==> src/rtl/out_uart_tx.sv <==
// out_uart_tx: buffers bytes from the CPU output register in a small FIFO and
// serializes each one as UART 8N1 (start, 8 data bits LSB first, stop).
//
// Ports:
//   clk       system clock, rising edge
//   rst       asynchronous active-low reset
//   out_data  byte from the CPU output register
//   out_we    one-cycle write strobe per OI instruction
//   tx        UART serial line, idles high
//   busy      frame in flight or FIFO non-empty
//   full      FIFO holds 2**FIFO_AW entries
//   level     FIFO occupancy, 0..2**FIFO_AW
//   overflow  sticky: a write was dropped because the FIFO was full
module out_uart_tx #(
  parameter int unsigned CLKS_PER_BIT = 16,
  parameter int unsigned FIFO_AW      = 2
) (
  input  logic               clk,
  input  logic               rst,
  input  logic [7:0]         out_data,
  input  logic               out_we,
  output logic               tx,
  output logic               busy,
  output logic               full,
  output logic [FIFO_AW:0]   level,
  output logic               overflow
);

  localparam int unsigned DEPTH = 1 << FIFO_AW;
  localparam int unsigned LW    = FIFO_AW + 1;
  localparam int unsigned TW    = (CLKS_PER_BIT > 1) ? $clog2(CLKS_PER_BIT) : 1;
  localparam logic [TW-1:0] T_LAST   = TW'(CLKS_PER_BIT - 1);
  localparam logic [LW-1:0] LVL_FULL = LW'(DEPTH);

  typedef enum logic [1:0] {S_IDLE, S_START, S_DATA, S_STOP} state_t;

  state_t               r_state, w_state_next;
  logic [TW-1:0]        r_timer, w_timer_next;
  logic [2:0]           r_bit_idx, w_bit_idx_next;
  logic [7:0]           r_shift, w_shift_next;
  logic [7:0]           r_mem [DEPTH];
  logic [FIFO_AW-1:0]   r_wr_ptr, r_rd_ptr;
  logic [LW-1:0]        r_level, w_level_next;
  logic                 r_tx, w_tx_next;
  logic                 r_busy, r_full, r_overflow;
  logic                 w_bit_end, w_pop, w_push, w_drop, w_full_now;

  assign w_bit_end  = (r_timer == T_LAST);
  assign w_full_now = (r_level == LVL_FULL);

  // A pop frees a slot in the same cycle, so a write on a pop edge is never dropped
  assign w_push = out_we & (~w_full_now | w_pop);
  assign w_drop = out_we & w_full_now & ~w_pop;
  assign w_level_next = r_level + LW'(w_push) - LW'(w_pop);

  // Next-state, pop and serializer logic
  always_comb begin
    w_state_next   = r_state;
    w_timer_next   = w_bit_end ? '0 : r_timer + TW'(1);
    w_bit_idx_next = r_bit_idx;
    w_shift_next   = r_shift;
    w_pop          = 1'b0;
    w_tx_next      = 1'b1;

    unique case (r_state)
      S_IDLE: begin
        w_timer_next = '0;
        if (r_level != '0) begin
          w_pop        = 1'b1;
          w_shift_next = r_mem[r_rd_ptr];
          w_state_next = S_START;
        end
      end
      S_START: begin
        if (w_bit_end) begin
          w_state_next   = S_DATA;
          w_bit_idx_next = '0;
        end
      end
      S_DATA: begin
        if (w_bit_end) begin
          w_shift_next = r_shift >> 1;
          if (r_bit_idx == 3'd7) begin
            w_state_next = S_STOP;
          end else begin
            w_bit_idx_next = r_bit_idx + 3'(1);
          end
        end
      end
      S_STOP: begin
        if (w_bit_end) begin
          // Chain straight into the next start bit to keep frames contiguous
          if (r_level != '0) begin
            w_pop        = 1'b1;
            w_shift_next = r_mem[r_rd_ptr];
            w_state_next = S_START;
          end else begin
            w_state_next = S_IDLE;
          end
        end
      end
      default: w_state_next = S_IDLE;
    endcase

    // tx is registered from the next state so it changes on the same edge as the FSM
    unique case (w_state_next)
      S_START: w_tx_next = 1'b0;
      S_DATA:  w_tx_next = w_shift_next[0];
      default: w_tx_next = 1'b1;
    endcase
  end

  // FSM, serializer and status registers
  always_ff @(posedge clk or negedge rst) begin
    if (!rst) begin
      r_state    <= S_IDLE;
      r_timer    <= '0;
      r_bit_idx  <= '0;
      r_shift    <= '0;
      r_wr_ptr   <= '0;
      r_rd_ptr   <= '0;
      r_level    <= '0;
      r_tx       <= 1'b1;
      r_busy     <= 1'b0;
      r_full     <= 1'b0;
      r_overflow <= 1'b0;
    end else begin
      r_state   <= w_state_next;
      r_timer   <= w_timer_next;
      r_bit_idx <= w_bit_idx_next;
      r_shift   <= w_shift_next;
      r_level   <= w_level_next;
      r_tx      <= w_tx_next;
      r_busy    <= (w_state_next != S_IDLE) || (w_level_next != '0);
      r_full    <= (w_level_next == LVL_FULL);
      if (w_push) r_wr_ptr <= r_wr_ptr + FIFO_AW'(1);
      if (w_pop)  r_rd_ptr <= r_rd_ptr + FIFO_AW'(1);
      if (w_drop) r_overflow <= 1'b1;
    end
  end

  // FIFO storage; no reset needed since level gates every read
  always_ff @(posedge clk) begin
    if (w_push) r_mem[r_wr_ptr] <= out_data;
  end

  assign tx       = r_tx;
  assign busy     = r_busy;
  assign full     = r_full;
  assign level    = r_level;
  assign overflow = r_overflow;

endmodule

==> config.mk <==
export PLATFORM = sky130hd
export DESIGN_NAME = out_uart_tx
export DESIGN_NICKNAME = d
export VERILOG_FILES = /design/src/rtl/out_uart_tx.sv
export SDC_FILE = /design/constraint.sdc
export NUM_CORES = 1
export LEC_CHECK = 0
export BUFFER_PORTS_ARGS = -buffer_cell sky130_fd_sc_hd__buf_2
export CAP_MARGIN = 10
export CORE_MARGIN = 3
export CORE_UTILIZATION = 45
export CTS_CLUSTER_DIAMETER = 40
export DETAILED_ROUTE_END_ITERATION = 6
export PLACE_DENSITY = 0.76
export SLEW_MARGIN = 20
export SYNTH_ARGS = -nofsm -noshare
export SYNTH_HDL_FRONTEND = slang
export SYNTH_SLANG_ARGS = --single-unit
==> constraint.sdc <==
create_clock -name clk -period 2.67 [get_ports clk]
set_input_delay 0.534 -clock clk [delete_from_list [all_inputs] [get_ports clk]]
set_output_delay 0.534 -clock clk [all_outputs]
set_load 0.1 [all_outputs]
==> results_dict.tcl <==
set metrics [dict create \
    internal_power_uw 1870 \
    final-setup-viol-count 1 \
    drive_gt1_share_pct 33.3 \
    drv_slew 0 \
    num_rows 28 \
    grt_pass1_vias 1786 \
    dpl_cell_area_sq_um 3050 \
    htree_levels 3 \
    vdd_drop_max_uv 653 \
    syn_avg_cell_area_sq_um 13.7 \
    ys_seq_elements 60 \
    antenna_left 0 \
    dp_cells 301 \
    drt-initial-drc-count 68 \
    violations "setup timing" \
    mappedNetlistArea_sq_um 2800 \
    status "complete, but fails checks" \
    cts_sinks 60 \
    firstDrtPassIters 4 \
    busiest_layer "met2" \
    place.port_buffers 17 \
    gp_congestion 0.796 \
    ys.flop_type "edfxtp_1" \
    numCtsBuffers 9 \
    fin_crit_ns 2.75 \
    finalWorstSetupSlack_ns -0.0847 \
    wl_microns 4950 \
    syn2layout_area_growth_pct 18.8 \
    fin_setup_tns_ns -0.0847 \
    grt.met1_usage_pct 18.2 \
    ios 18 \
    drc_errors 0 \
    required_ns 2.89 \
    drt-wirelength-per-cell_microns 15.6 \
    vias 1712 \
    diodes 0 \
    core_area_sq_um 5990 \
    period_share_pct 103 \
    clock_skew_ns 0.00551 \
    final_nets 264 \
    utilization_pct 55.6 \
    cts_tree "built" \
    fin_area_sq_um 3330 \
    met2_usage_pct 24.4 \
    cp-end-kind "register" \
    ys_seq_area_share_pct 59.4 \
    clk_latency_ns 0.34 \
    grtUsageMet3_pct 5.53 \
    hpwl_microns 3400 \
    power_frac_seq_pct 42.9 \
    track_usage_pct 15.2 \
    crit_fanout 4 \
    cts.root.buffer_cell "clkbuf_8" \
    ys_types 45 \
    clkTransAtPathRegs_ns 0.07 \
    die_area_sq_um 7210 \
    antenna_found_initial 0 \
    relSlewSlack_pct 57.7 \
    p_per_area_nw_per_um2 862 \
    cts_buffer_depth 2 \
    cp-start-kind "register" \
    syn_nets 230 \
    worst_ep_arrival_time_ns 2.97 \
    overflow 0 \
    finalNonFillerCells 318 \
    min-delay-path-class "input port to async pin" \
    hold_violations 0 \
    synthCells 204 \
    power_switching_share_pct 34.7 \
    rsz0062_at_grt "yes" \
    synth_edf_count 32 \
    die_x_microns 84.9 \
    grt_max_degree 29 \
    power_frac_comb_pct 28.9 \
    power.leakage_uw 0.00135 \
    path_class "register to register" \
    tightest_slew_ns 0.635 \
    die-height_microns 84.9 \
    start_util_pct 46.8 \
    maxCapViolations 0 \
    async_reset_ff_share_pct 46.7 \
    cts_hold_buf 0 \
    p_clk_share_pct 28.2 \
    grt_pass1_wl_microns 8360 \
    p_sw_uw 995 \
    vias_per_cell 5.38 \
    ys_warn_count 0 \
    clock.fmax_mhz 363 \
]
==> stage by stage <==
step | setup WS, ns | power (uW) | hold WS (ns)
finish | -0.0847 | 2870 | 0.210
global route | -0.204 | 3010 | 0.271
CTS | 0.000890 | 2780 | 0.234
detailed placement | 0.0151 | 1970 | 0.459
global placement | 0.0742 | 1940 | 0.464
floorplan | -0.0425 | 1810 | 0.238
==> worst max-delay path: stages, from the launching register on <==
cell	delay (ns)
dfrtp_2	0.44
ha_4	0.17
and3_4	0.15
a21oi_4	0.16
nor2_2	0.06
o21a_2	0.20
inv_2	0.06
ha_4	0.12
inv_2	0.04
ha_4	0.15
fa_2	0.37
xnor2_2	0.22
xnor2_2	0.12
nor4_1	0.30
nand2_1	0.08
==> path summary, 6_finish.rpt <==
path,from,slack [ns],cells after the start,to
setup / recovery,r_timer[0]$_DFF_PN0_,-0.08,14,busy$_DFF_PN0_
hold / removal,rst,0.21,1,r_timer[3]$_DFF_PN0_
setup reg to reg,r_timer[0]$_DFF_PN0_,-0.08,14,busy$_DFF_PN0_
hold reg to reg,overflow$_DFFE_PN0P_,0.47,1,overflow$_DFFE_PN0P_
max in group asynchronous,rst,2.01,1,level[1]$_DFF_PN0_
min in group clk,out_data[5],0.40,1,r_mem[3][5]$_DFFE_PP_
==> cells by family (layout without fill, tap and decap cells) <==
logic type / count (synthesis) / in the layout / share of synthesized area [%]
AOI/OAI and AO/OA: 36 / 36 / 9.38
xor gates and xnor gates: 6 / 6 / 1.88
adders and majority gates: 15 / 15 / 6.97
buffers and inverters: 18 / 57 / 3.22
DFF: 60 / 60 / 59.4
muxes: 15 / 15 / 9.11
and+or+nand+nor: 54 / 54 / 10.1
==> cells in the mapped netlist (2+ instances only) <==
master,number,area [sq um]
clkbuf_1,2,7.51
and2_1,5,31.3
o21ai_0,13,65.1
a21oi_2,2,17.5
buf_2,3,15.0
mux4_2,8,180
ha_1,14,175
nand2_1,20,75.1
a21oi_1,2,10.0
edfxtp_1,32,961
xnor2_1,5,43.8
nor4_1,2,12.5
inv_1,10,37.5
dfrtp_1,27,676
a22o_1,9,78.8
nand3_1,3,15.0
buf_6,2,22.5
mux2i_1,6,60.1
nor3_1,8,40.0
nor2_1,6,22.5
==> sequential cells by signal, indices dropped and copies added (netlist names), 2 cells and up <==
name       count
r_mem         32
r_shift        8
r_timer        4
level          3
r_bit_idx      3
r_rd_ptr       2
r_state        2
r_wr_ptr       2
==> power by group through the flow <==
stage | clock network, uW | registers, uW | logic, uW
4_1_cts | 826 | 1220 | 732
5_1_grt | 876 | 1250 | 887
6_report | 809 | 1230 | 828
2_1_floorplan | 0 | 1470 | 337
3_5_place_dp | 0 | 1240 | 733
3_3_place_gp | 0 | 1230 | 709
==> metal layers <==
layer  routed length [microns]  vias to the layer above
li1                          -                      820
met1                      2060                      845
met2                      2530                       33
met3                       231                       14
met4                       123                        0
met5                         0                        -
==> layout make-up <==
| class | count | area (sq um) |
|---|---|---|
| clock buffers | 9 | 124 |
| clock inverters | 7 | 76.3 |
| fillers | 471 | 2660 |
| inverters | 10 | 37.5 |
| multi-input cells | 126 | 1140 |
| flip-flops and latches | 60 | 1670 |
| well taps | 75 | 93.8 |
| repair buffers | 31 | 194 |
==> cells in the final DEF, fill, tap and decap left out, types with 8 or more instances in the layout <==
master    count
inv_1         8
nand2_1      20
dfrtp_1      23
mux4_2        8
clkbuf_8      9
o21ai_0      13
nor3_1        8
edfxtp_1     32
ha_1         10
a22o_1        9
buf_4        13
buf_2        17
==> timing repair <==
item / 4_1_cts / 5_1_grt
buffers inserted: 0 / 1
resized for setup: 0 / 14
endpoints found under the setup margin: 0 / 2
No activity file was read; power rests on OpenSTA's default activity.
